[config.mk]
export PLATFORM = sky130hd
export DESIGN_NAME = pipe_hazard_ctrl
export DESIGN_NICKNAME = d
export VERILOG_FILES = /design/src/rtl/pipe_hazard_ctrl.sv
export SDC_FILE = /design/constraint.sdc
export NUM_CORES = 1
export LEC_CHECK = 0
export ABC_AREA = 1
export BUFFER_PORTS_ARGS = -buffer_cell sky130_fd_sc_hd__buf_2
export CORE_MARGIN = 2
export CORE_UTILIZATION = 45
export CTS_BUF_LIST = sky130_fd_sc_hd__clkbuf_4 sky130_fd_sc_hd__clkbuf_8 sky130_fd_sc_hd__clkbuf_16
export CTS_CLUSTER_SIZE = 24
export DETAILED_ROUTE_END_ITERATION = 16
export PLACE_DENSITY = 0.78
export REMOVE_ABC_BUFFERS = 1
export SYNTH_ARGS = -nofsm -noshare
export SYNTH_HDL_FRONTEND = slang
export SYNTH_SLANG_ARGS = --single-unit
[constraint.sdc]
create_clock -name i_clk -period 1.5 [get_ports i_clk]
set_input_delay 0.075 -clock i_clk [delete_from_list [all_inputs] [get_ports i_clk]]
set_output_delay 0.075 -clock i_clk [all_outputs]
set_load 0.02 [all_outputs]
[src/rtl/pipe_hazard_ctrl.sv]
// Five-stage MIPS pipeline sequencing: load-use, redirect, imem wait and MDU-busy stalls.
// Optional multiply/divide occupancy tracking is built when PIPE_CTRL_MDU_EN is defined.
module pipe_hazard_ctrl #(
  parameter int unsigned MDU_LATENCY = 32,
  parameter int unsigned PERF_W      = 16
) (
  input  logic              i_clk,
  input  logic              i_rst_n,
  input  logic [4:0]        i_id_rs,
  input  logic [4:0]        i_id_rt,
  input  logic              i_id_uses_rt,
  input  logic              i_ex_memread,
  input  logic [4:0]        i_ex_rt,
  input  logic              i_redirect,
  input  logic              i_imem_ready,
  input  logic              i_mdu_start,
  input  logic              i_id_mdu_use,
  output logic              o_pc_we,
  output logic              o_ifid_we,
  output logic              o_ifid_flush,
  output logic              o_idex_flush,
  output logic              o_mdu_busy,
  output logic [1:0]        o_state,
  output logic [PERF_W-1:0] o_stall_cycles
);

  typedef enum logic [1:0] {
    RUN   = 2'd0,
    IMISS = 2'd1,
    DROP  = 2'd2,
    BAD   = 2'd3
  } state_t;

  state_t              state, state_nx;
  logic                lu, mh;
  logic [PERF_W-1:0]   stall_cnt;

  assign lu = i_ex_memread && (i_ex_rt != '0) &&
              ((i_ex_rt == i_id_rs) || (i_id_uses_rt && (i_ex_rt == i_id_rt)));

`ifdef PIPE_CTRL_MDU_EN
  localparam int unsigned CNT_W = 6;
  logic [CNT_W-1:0] mdu_cnt;

  always_ff @(posedge i_clk) begin
    if (!i_rst_n)
      mdu_cnt <= '0;
    else if (i_mdu_start)
      mdu_cnt <= CNT_W'(MDU_LATENCY);
    else if (mdu_cnt != '0)
      mdu_cnt <= mdu_cnt - 1'b1;
  end

  assign o_mdu_busy = (mdu_cnt != '0);
  assign mh         = o_mdu_busy && i_id_mdu_use;
`else
  logic unused_mdu;
  assign unused_mdu = ^{i_mdu_start, i_id_mdu_use};
  assign o_mdu_busy = 1'b0;
  assign mh         = 1'b0;
`endif

  always_ff @(posedge i_clk) begin
    if (!i_rst_n)
      state <= RUN;
    else
      state <= state_nx;
  end

  always_comb begin
    o_pc_we      = 1'b0;
    o_ifid_we    = 1'b0;
    o_ifid_flush = 1'b0;
    o_idex_flush = 1'b0;
    state_nx     = state;
    if (!i_rst_n) begin
      o_ifid_flush = 1'b1;
      o_idex_flush = 1'b1;
      state_nx     = RUN;
    end else if (i_redirect) begin
      o_pc_we      = 1'b1;
      o_ifid_flush = 1'b1;
      o_idex_flush = 1'b1;
      state_nx     = i_imem_ready ? RUN : DROP;
    end else if (lu || mh) begin
      o_idex_flush = 1'b1;
      if (!i_imem_ready)
        state_nx = (state == DROP) ? DROP : IMISS;
      else
        state_nx = RUN;
    end else if (state == DROP) begin
      o_ifid_flush = 1'b1;
      state_nx     = i_imem_ready ? RUN : DROP;
    end else if (!i_imem_ready) begin
      o_ifid_flush = 1'b1;
      state_nx     = IMISS;
    end else begin
      o_pc_we   = 1'b1;
      o_ifid_we = 1'b1;
      state_nx  = RUN;
    end
    // Unreachable encoding recovers to RUN regardless of which rule fired.
    if (state == BAD)
      state_nx = RUN;
  end

  always_ff @(posedge i_clk) begin
    if (!i_rst_n)
      stall_cnt <= '0;
    else if (!o_pc_we && (stall_cnt != '1))
      stall_cnt <= stall_cnt + 1'b1;
  end

  assign o_state        = state;
  assign o_stall_cycles = stall_cnt;

endmodule

==> key figures, run 1 <==
Critical path
  • Crit Reg-Reg Endpoint: o_stall_cycles[11]
  • Worst-path cell chain: buf_6 > ha_4 > nand2_2 > inv_2 > nand3_4 > nor2_4 > nand3_4 > buf_6 > nand2_4 > nor2_2 > nand2_1 > nand2_1 > nor2_1
  • Nature of the critical path endpoint: register
  • R2R depth: 13
  • Critical path arrival: 1.87 ns
  • CP bufs+invs: 3
  • R2R Setup Slk: -0.13 ns
  • Top delay family on crit path: simple AND/OR/NAND/NOR gates
  • Reg2reg start: o_stall_cycles[1]
  • Max incr delay on CP: 0.35 ns
  • Worst path slowest cell: dfxtp_2
  • CP Launch Type: register
  • Critical path class: reg2reg
  • Worst EP required: 1.74 ns
  • Crit Path Max Fanout: 5

Hold path
  • Hold Path Class: in2reg
  • Hold path cells: 3
  • Hold endpoint: o_state[1]
  • HP Start: i_imem_ready

Cells and area
  • Final core utilization: 72.39%
  • Layout cell share with drive strength beyond 1: 44.78%
  • Sequential standard cell area: 365.4 sq um
  • Filler cell count: 227
  • Area of the multi-input gates: 993.5 sq um
  • N_diodes: 0
  • Area growth, synth to finish: 49.45%
  • NumNets Final: 323

Floorplan
  • Die H: 58.95 microns
  • Core area: 2805 sq um
  • Total Die Area: 3475 sq um
  • Die Wd: 58.95 microns
  • Initial Util: 48.44%
  • I/O Pins: 46
  • Row count: 19

Drt
  • Residual DRC count: 2
  • Post-DRT Antenna Nets: 0
  • Vias post-DR: 1618
  • Via-to-Cell Ratio: 4.933
  • Initial drt markers: 56
  • Post-Route WL: 3.787 mm
  • Routed len/inst: 11.55 microns
  • Drt pass-1 iters: 11

Logic synthesis
  • Most used flip-flop cell after synthesis: dfxtp_1
  • Top-area cell type share of the netlist area: 26.52%
  • Seq cells post-synth: 18
  • Synth unique cells: 28
  • Area contributors post-synth: dfxtp_1 (27%), nand2_1 (22%), nor2_1 (9.9%)
  • Synthesized cell area: 1359 sq um
  • Post-synth top area cell: dfxtp_1
  • Post-synthesis average cell area: 5.934 sq um
  • Synth warn: 0
  • Post-synthesis cell count: 229
  • EDFF count, synth: 0
  • Ys async rst share: 0%
  • Register area share after synthesis: 26.52%

Pwr
  • P_leak: 1.043 nW
  • Design Power: 1.004 mW
  • Pwr Density: 494.6 nW/um^2
  • Peak supply drop: 0.5036 mV

Timing
  • RSZ-0062 raised after global routing: yes
  • Fmax: 0.6132 GHz
  • Final Hold Fails: 0
  • Setup slack after layout: -0.1309 ns
  • Final Cycle Share: 108.7%
  • Final max-slew violation count: 0
  • Minimum clock period: 1.631 ns
  • Clock Skews: 0.002730 ns
  • Setup Viol. Count Final: 13

Global route
  • Initial antenna violation count: 0
  • First-pass GRT wire length: 5.526 mm
  • Total gr overflow: 0
  • All-Layer GR Usage: 20.60%
  • Number of global-route vias before repair: 1374
  • Largest net degree at the start of global routing: 13

Job
  • Max-Cap Viols: 0

Run status
  • Failing checks: DRC, setup timing
  • Status: finished with violations

CTS
  • Clk pin slew, worst setup/hold paths: 0.11 ns
  • CTS buffer count: 3
  • H-tree depth: 1
  • CTS sink count: 18
  • Clock Path Buffers: 2
  • Clk Tree Root Cell: clkbuf_4
  • Clock Latency Late Sink: 0.30 ns
  • CTS tree: built

Placed design
  • PortBufs: 42
  • Post-detail-place hpwl: 2.433 mm
  • RePlAce Congestion: 0.8653
worst max path at each step:
stage | from | to | slack [ns] | depth (start not counted)
6_report | o_stall_cycles[1] | o_stall_cycles[11] | -0.13 | 13
5_1_grt | o_stall_cycles[1] | o_stall_cycles[11] | -0.20 | 13
4_1_cts | o_stall_cycles[1] | o_stall_cycles[11] | -0.004 | 12
3_5_place_dp | o_stall_cycles[0] | o_stall_cycles[0] | -0.08 | 10
3_3_place_gp | o_stall_cycles[0] | o_stall_cycles[0] | -0.05 | 10
2_1_floorplan | o_stall_cycles[0] | o_stall_cycles[9] | -0.30 | 12
report_power, final:
part	internal [mW]	switching [mW]
registers	0.488	0.00754
clock network	0.0937	0.160
logic	0.112	0.143
cell usage after synthesis (2+ instances only):
cell type and count:
nand2_1 78, nor2_1 36, inv_1 32, dfxtp_1 18
nand3_1 12, inv_2 6, a21oi_1 5, o21bai_2 5
nand2_2 4, nand3_2 4, nand4_1 3, o21ai_2 3
buf_6 2, clkbuf_1 2, nand2_4 2, nor2_2 2
nor3_2 2, nor4_1 2, o21ai_0 2
cell type report:
type                    instances  share of cell area (%)
clock buffers                   3                   1.109
multi-input cells             168                   48.92
repair buffers                 70                   22.92
flip-flops and latches         18                   17.99
well taps                      31                   1.910
inverters                      38                   7.147
timing repair:
action / in CTS / in global routing
hold buffers: 1 / 0
endpoints found under the hold margin: 1 / 0
setup endpoints to repair: 13 / 17
buffers inserted: 3 / 5
resized for setup: 18 / 34
pin swaps: 5 / 25
per-layer routing:
layer  part of all wire (%)  track usage [%]  vias up
li1                       -                -      839
met4                    2.0            6.494        0
met5                      0                0        -
met1                     42            23.69      718
met3                    4.6            5.055       12
met2                     51            37.14       49
registers in the layout, summed over array words and instances, names as in the netlist:
name            count
o_stall_cycles     16
o_state             2
worst reg2reg max path, stage by stage, from the launching register on:
cell and delay, ns:
dfxtp_2 0.35, buf_6 0.09, ha_4 0.12, nand2_2 0.06, inv_2 0.07, nand3_4 0.09
nor2_4 0.14, nand3_4 0.15, buf_6 0.18, nand2_4 0.07, nor2_2 0.04, nand2_1 0.06
nand2_1 0.07, nor2_1 0.10
stage by stage:
| step | worst slack (ns) | std cells | TNS (ns) | cell area (sq um) | hold slack, ns |
|---|---|---|---|---|---|
| detailed placement | -0.08038 | 316 | -0.5499 | 1738 | 0.2748 |
| CTS | -0.003727 | 323 | -0.006015 | 1868 | 0.04463 |
| floorplan | -0.3038 | 224 | -2.549 | 1321 | 0.1518 |
| global placement | -0.04524 | 316 | -0.2012 | 1738 | 0.2772 |
| global route | -0.2013 | 328 | -2.320 | 2031 | 0.03796 |
| finish | -0.1309 | 328 | -1.029 | 2031 | 0.04745 |
cells by family (layout without fill, tap and decap cells):
group	Yosys count	count (layout)	share of synthesized area, %
AND/OR/NAND/NOR	150	150	49.72
XOR/XNOR	1	1	0.6447
flip-flops	18	18	26.52
other	1	1	0.2760
adder cells (fa/ha/maj)	1	1	0.9207
AO/OA/AOI/OAI	15	15	8.655
buffers and inverters	43	111	13.26
placed cells by master, fill, tap and decap left out, types with 4 or more instances in the layout:
cell type / instances
nor2_1: 30
nand3_4: 4
buf_2: 41
nand2_1: 70
nor2_2: 5
inv_2: 9
nand2_4: 4
buf_6: 4
nor2_4: 4
inv_1: 28
dfxtp_2: 4
nand3_1: 9
dfxtp_1: 14
nand2_2: 9
buf_4: 22
o21bai_2: 5
Note: power is estimated with default switching activity, not from simulation.
==> run 2, diff against run 1 <==
Settings changed: SETUP_SLACK_MARGIN set to 0.05.
==> run 2 against run 1 <==
Against the previous run: the run still ends with DRC, setup timing left; first-iteration DRC count shrank 16%; power shrank 0.22%; global-route usage shrank 0.18 points; final cell count is the same; critical path type unchanged.
==> key figures, run 2 (synthesized netlist as in run 1, its figures left out) <==
Run status
  • Status: finished with violations
  • Failing checks: DRC, setup timing

CTS
  • CTS sink count: 18 (unchanged)
  • Clock Path Buffers: 2 (unchanged)
  • H-tree depth: 1 (unchanged)
  • CTS tree: built
  • Clock Latency Late Sink: 0.30 ns (about the same)
  • Clk pin slew, worst setup/hold paths: 0.11 ns (about the same)
  • CTS buffer count: 3 (unchanged)
  • Clk Tree Root Cell: clkbuf_4

Timing
  • Final max-slew violation count: 0 (unchanged)
  • Post-Route Setup TNS: -0.8690 ns (+0.1599 ns)
  • Minimum clock period: 1.617 ns (-0.01383 ns)
  • Fmax: 0.6184 GHz (+0.86%)
  • Final Hold Fails: 0 (unchanged)
  • Final Cycle Share: 107.8% (-0.92 points)
  • Setup slack after layout: -0.1171 ns (+0.01383 ns)
  • Clock Skews: 0.004083 ns (+0.001353 ns)
  • Setup Viol. Count Final: 13 (unchanged)
  • RSZ-0062 raised after global routing: yes

Global route
  • Total gr overflow: 0 (unchanged)
  • Number of global-route vias before repair: 1356 (-1.3%)
  • Initial antenna violation count: 0 (unchanged)
  • All-Layer GR Usage: 20.42% (-0.18 points)
  • Largest net degree at the start of global routing: 13 (unchanged)
  • First-pass GRT wire length: 5.478 mm (-0.87%)

Pwr
  • Pwr Density: 496.2 nW/um^2 (+0.34%)
  • P_leak: 1.022 nW (-2.0%)
  • Peak supply drop: 0.5772 mV (+15%)

Critical path
  • CP Launch Type: register
  • Critical path class: reg2reg
  • Worst EP required: 1.74 ns (about the same)
  • Crit Path Max Fanout: 5 (unchanged)
  • Nature of the critical path endpoint: register
  • Critical path arrival: 1.85 ns (-0.02 ns)

Placed design
  • Post-detail-place hpwl: 2.433 mm (unchanged)
  • Setup WS pre-CTS: -0.08038 ns (unchanged)
  • RePlAce Congestion: 0.8653 (unchanged)
  • PortBufs: 42 (unchanged)

Drt
  • Via-to-Cell Ratio: 4.869 (-1.3%)
  • Routed len/inst: 11.38 microns (-1.4%)
  • Post-Route WL: 3.733 mm (-1.4%)
  • Vias post-DR: 1597 (-1.3%)
  • Initial drt markers: 47 (-16%)
  • Drt pass-1 iters: 10 (-1)
  • Residual DRC count: 2 (unchanged)
  • Post-DRT Antenna Nets: 0 (unchanged)

Hold path
  • Hold Path Class: in2reg

Cells and area
  • NumNets Final: 323 (unchanged)
  • Final core utilization: 71.99% (-0.40 points)
  • Layout cell share with drive strength beyond 1: 44.11% (-0.67 points)
  • Max FFs per register: 16 (unchanged)
  • Area growth, synth to finish: 48.62%
  • N_diodes: 0 (unchanged)
  • Most frequent cells in the layout: nand2_1 (70), buf_2 (41), inv_1 (30), nor2_1 (29), buf_4 (21)
  • Most common cell after layout, fill and taps aside: nand2_1

Floorplan
  • Row count: 19 (unchanged)
  • Core area: 2805 sq um (unchanged)
  • Die Wd: 58.95 microns (unchanged)
  • I/O Pins: 46 (unchanged)
  • Initial Util: 48.44% (unchanged)
  • Die H: 58.95 microns (unchanged)
  • Total Die Area: 3475 sq um (unchanged)

Job
  • Max-Cap Viols: 0 (unchanged)
==> run 2: cell counts in the layout (fill, tap and decap cells not counted) <==
No cell type changed its count.
==> run 2: repair_timing <==
action / CTS / global route
pin swaps: 9 / 19
endpoints found under the setup margin: 13 / 17
buffers inserted: 3 / 5
hold buffers: 1 / 0
hold endpoints to repair: 1 / 0
resized for setup: 25 / 23
==> run 2: layout make-up <==
cell class,count,area (sq um)
clock buffer,3,22.52
fill,225,785.8
inverter,38,145.1
multi-input combinational,168,979.7
sequential,18,364.1
tap,31,38.79
timing repair buffer,70,469.2
==> run 2: through the flow <==
stage / hold slack, ns / area [sq um] / instances / power (mW)
4_1_cts: 0.04463 / 1889 / 323 / 0.9840
3_5_place_dp: 0.2748 / 1738 / 316 / 0.7093
3_3_place_gp: 0.2772 / 1738 / 316 / 0.7061
2_1_floorplan: 0.1518 / 1321 / 224 / 0.6227
5_1_grt: 0.04823 / 2019 / 328 / 1.053
6_report: 0.06354 / 2019 / 328 / 1.002
==> run 2: power by group <==
group          switching [mW]  internal (mW)
registers             0.00777          0.488
logic                   0.143          0.112
clock network           0.157         0.0937
total                   0.308          0.694
==> run 2: per-layer routing <==
| layer | global-route usage [%] | up-vias | part of all wire (%) |
|---|---|---|---|
| met5 | 0 | - | 0 |
| met4 | 5.844 | 0 | 1.7 |
| met3 | 4.835 | 6 | 3.3 |
| li1 | - | 838 | - |
| met2 | 36.51 | 30 | 51 |
| met1 | 24.09 | 723 | 44 |
==> run 2: critical path, stage by stage (launching register included) <==
cell and delay [ns]:
dfxtp_2 0.35, buf_6 0.09, ha_4 0.12, nand2_2 0.05, inv_2 0.08, nand3_4 0.09, nor2_4 0.14, nand3_4 0.14
buf_6 0.17, nand2_4 0.07, nor2_2 0.03, nand2_1 0.06, nand2_1 0.06, nor2_1 0.11
==> run 2: path summary, 6_finish.rpt <==
kind | end | depth (start not counted) | startpoint | slack [ns]
hold / removal | o_state[1] | 3 | i_imem_ready | 0.06
setup reg to reg | o_stall_cycles[11] | 13 | o_stall_cycles[1] | -0.12
setup / recovery | o_stall_cycles[11] | 13 | o_stall_cycles[1] | -0.12
hold reg to reg | o_state[0] | 1 | o_state[1] | 0.44
==> run 3, diff against run 2 <==
Settings changed: BUFFER_PORTS_ARGS -buffer_cell sky130_fd_sc_hd__buf_2 to -buffer_cell sky130_fd_sc_hd__buf_4.
==> run 3 against run 2 <==
Against the previous run: the run still ends with DRC, setup timing left; register-to-register slack lost 0.06 ns; hold slack lost 0.030 ns; worst setup slack lost 0.063 ns; fmax shrank 3.7%; sequential power is essentially flat; clock power grew 5%; count of clock-buffer cells in the layout is the same; largest power group unchanged; global-route usage grew 1.7 points.
==> key figures, run 3 (synthesized netlist as in run 1, its figures left out) <==
Hold path
  • Hold endpoint: o_state[0]
  • HP Start: i_imem_ready
  • Hold path cells: 3 (unchanged)
  • Hold Path Class: in2reg

Critical path
  • Critical path class: reg2reg
  • Critical path arrival: 1.93 ns (+0.08 ns)
  • R2R depth: 12 (-1)
  • R2R Setup Slk: -0.18 ns (-0.06 ns)
  • Crit Reg-Reg Endpoint: o_stall_cycles[6]
  • Worst-path cell chain: ha_4 > nand2_2 > inv_2 > buf_4 > nand3_2 > nor2_2 > nand2_1 > nand2_2 > nor2_2 > nand2_1 > nand2_1 > nor2_1
  • CP Launch Type: register
  • Most frequent CP cell: nand2_1
  • Crit Path Max Fanout: 3 (-2)
  • Max incr delay on CP: 0.38 ns (+0.03 ns)
  • Reg2reg start: o_stall_cycles[1]
  • Worst EP required: 1.75 ns (about the same)
  • Nature of the critical path endpoint: register
  • Worst path slowest cell: dfxtp_2

Drt
  • Residual DRC count: 2 (unchanged)
  • Routed len/inst: 15.02 microns (+32%)
  • Post-Route WL: 5.031 mm (+35%)
  • Vias post-DR: 1778 (+11%)
  • Via-to-Cell Ratio: 5.307 (+9.0%)
  • Post-DRT Antenna Nets: 0 (unchanged)
  • Drt pass-1 iters: 10 (unchanged)
  • Initial drt markers: 82 (+74%)

Placed design
  • Post-DP Area: 1888 sq um (+8.6%)
  • Post-detail-place hpwl: 2.500 mm (+2.8%)
  • RePlAce Congestion: 0.8749 (+1.1%)
  • PortBufs: 42 (unchanged)

CTS
  • CTS buffer count: 3 (unchanged)
  • CTS sink count: 18 (unchanged)
  • Clock Latency Late Sink: 0.32 ns (+0.02 ns)
  • Clock Path Buffers: 2 (unchanged)
  • Clk Tree Root Cell: clkbuf_4
  • Clk pin slew, worst setup/hold paths: 0.11 ns (about the same)
  • H-tree depth: 1 (unchanged)
  • CTS tree: built

Floorplan
  • Die H: 58.95 microns (unchanged)
  • Core area: 2805 sq um (unchanged)
  • Total Die Area: 3475 sq um (unchanged)
  • Die Wd: 58.95 microns (unchanged)
  • I/O Pins: 46 (unchanged)
  • Row count: 19 (unchanged)
  • Initial Util: 48.44% (unchanged)

Cells and area
  • Most frequent cells in the layout: nand2_1 (67), buf_4 (67), inv_1 (28), nor2_1 (27), dfxtp_1 (12)
  • Layout cell share with drive strength beyond 1: 49.67% (+5.6 points)
  • Max FFs per register: 16 (unchanged)
  • Post-Layout Inst Area: 2280 sq um (+13%)
  • N_diodes: 0 (unchanged)
  • Area growth, synth to finish: 67.77%
  • NumNets Final: 330 (+2.2%)

Global route
  • Total gr overflow: 0 (unchanged)
  • Number of global-route vias before repair: 1429 (+5.4%)
  • All-Layer GR Usage: 22.12% (+1.7 points)
  • Initial antenna violation count: 0 (unchanged)
  • Largest net degree at the start of global routing: 13 (unchanged)
  • First-pass GRT wire length: 5.920 mm (+8.1%)

Timing
  • Final max-slew violation count: 0 (unchanged)
  • Fmax: 0.5953 GHz (-3.7%)
  • Post-Route Setup TNS: -1.455 ns (-0.5861 ns)
  • Final Hold Fails: 0 (unchanged)
  • Setup slack after layout: -0.1798 ns (-0.06274 ns)
  • Clock Skews: 0.009278 ns (+0.005195 ns)
  • Final Cycle Share: 112.0% (+4.2 points)
  • RSZ-0062 raised after global routing: yes
  • Minimum clock period: 1.680 ns (+0.06274 ns)
  • Final hold slack: 0.03377 ns (-0.02977 ns)
  • Setup Viol. Count Final: 14 (+1)

Run status
  • Failing checks: DRC, setup timing
  • Status: finished with violations

Pwr
  • Pwr Density: 476.2 nW/um^2 (-4.0%)
  • Peak supply drop: 0.5027 mV (-13%)
  • P_leak: 1.098 nW (+7.4%)

Job
  • Max-Cap Viols: 0 (unchanged)
-- run 3: report_power, final --
group / internal (mW) / switching [mW] / total, mW
Clock: 0.0943 / 0.170 / 0.264
Combinational: 0.148 / 0.174 / 0.322
Sequential: 0.489 / 0.0104 / 0.499
Total: 0.731 / 0.354 / 1.09
-- run 3: what timing repair did --
item / CTS / global route
buffers inserted: 3 / 6
endpoints found under the setup margin: 15 / 17
hold buffers: 1 / 0
pin swaps: 15 / 18
cloned: 0 / 0
resized for setup: 27 / 44
hold endpoints to repair: 1 / 0
-- run 3: how the worst max path moves through the flow --
stage,slack (ns),startpoint,depth (start not counted),end
2_1_floorplan,-0.30,o_stall_cycles[0],12,o_stall_cycles[9]
3_5_place_dp,-0.11,o_stall_cycles[0],10,o_stall_cycles[0]
3_3_place_gp,-0.04,o_stall_cycles[0],10,o_stall_cycles[1]
6_report,-0.18,o_stall_cycles[1],12,o_stall_cycles[6]
4_1_cts,-0.05,o_stall_cycles[1],11,o_stall_cycles[4]
5_1_grt,-0.30,o_stall_cycles[1],10,o_stall_cycles[2]
-- run 3: through the flow --
step / utilization [%] / std cells / setup WS [ns] / power, mW
final: 81.27 / 335 / -0.1798 / 1.086
after global routing: 81.27 / 335 / -0.3001 / 1.136
after detailed placement: 67.31 / 322 / -0.1066 / 0.7334
after CTS: 73.86 / 329 / -0.04712 / 1.015
after global placement: 67.31 / 322 / -0.03979 / 0.7301
after floorplan: - / 224 / -0.3038 / 0.6227
-- run 3: layout make-up --
class	instances	area [sq um]
Timing Repair Buffer	77	640.6
Inverter	38	147.6
Fill cell	179	525.5
Sequential cell	18	367.9
Multi-Input combinational cell	168	1062
Clock buffer	3	22.52
Tap cell	31	38.79
-- run 3: routing by layer --
layer	vias to the layer above	GRT usage, %	share of wire (%)
met4	0	4.221	4.9
met5	-	0	0
met3	28	4.615	6.1
met2	81	42.38	51
li1	848	-	-
met1	821	24.97	38
-- run 3: critical path: cells and delay by family, from the launching register on --
kind,cells,cell delay [ns]
adders and majority gates,1,0.15
buffers and inverters,2,0.24
DFF,1,0.38
and+or+nand+nor,9,0.87
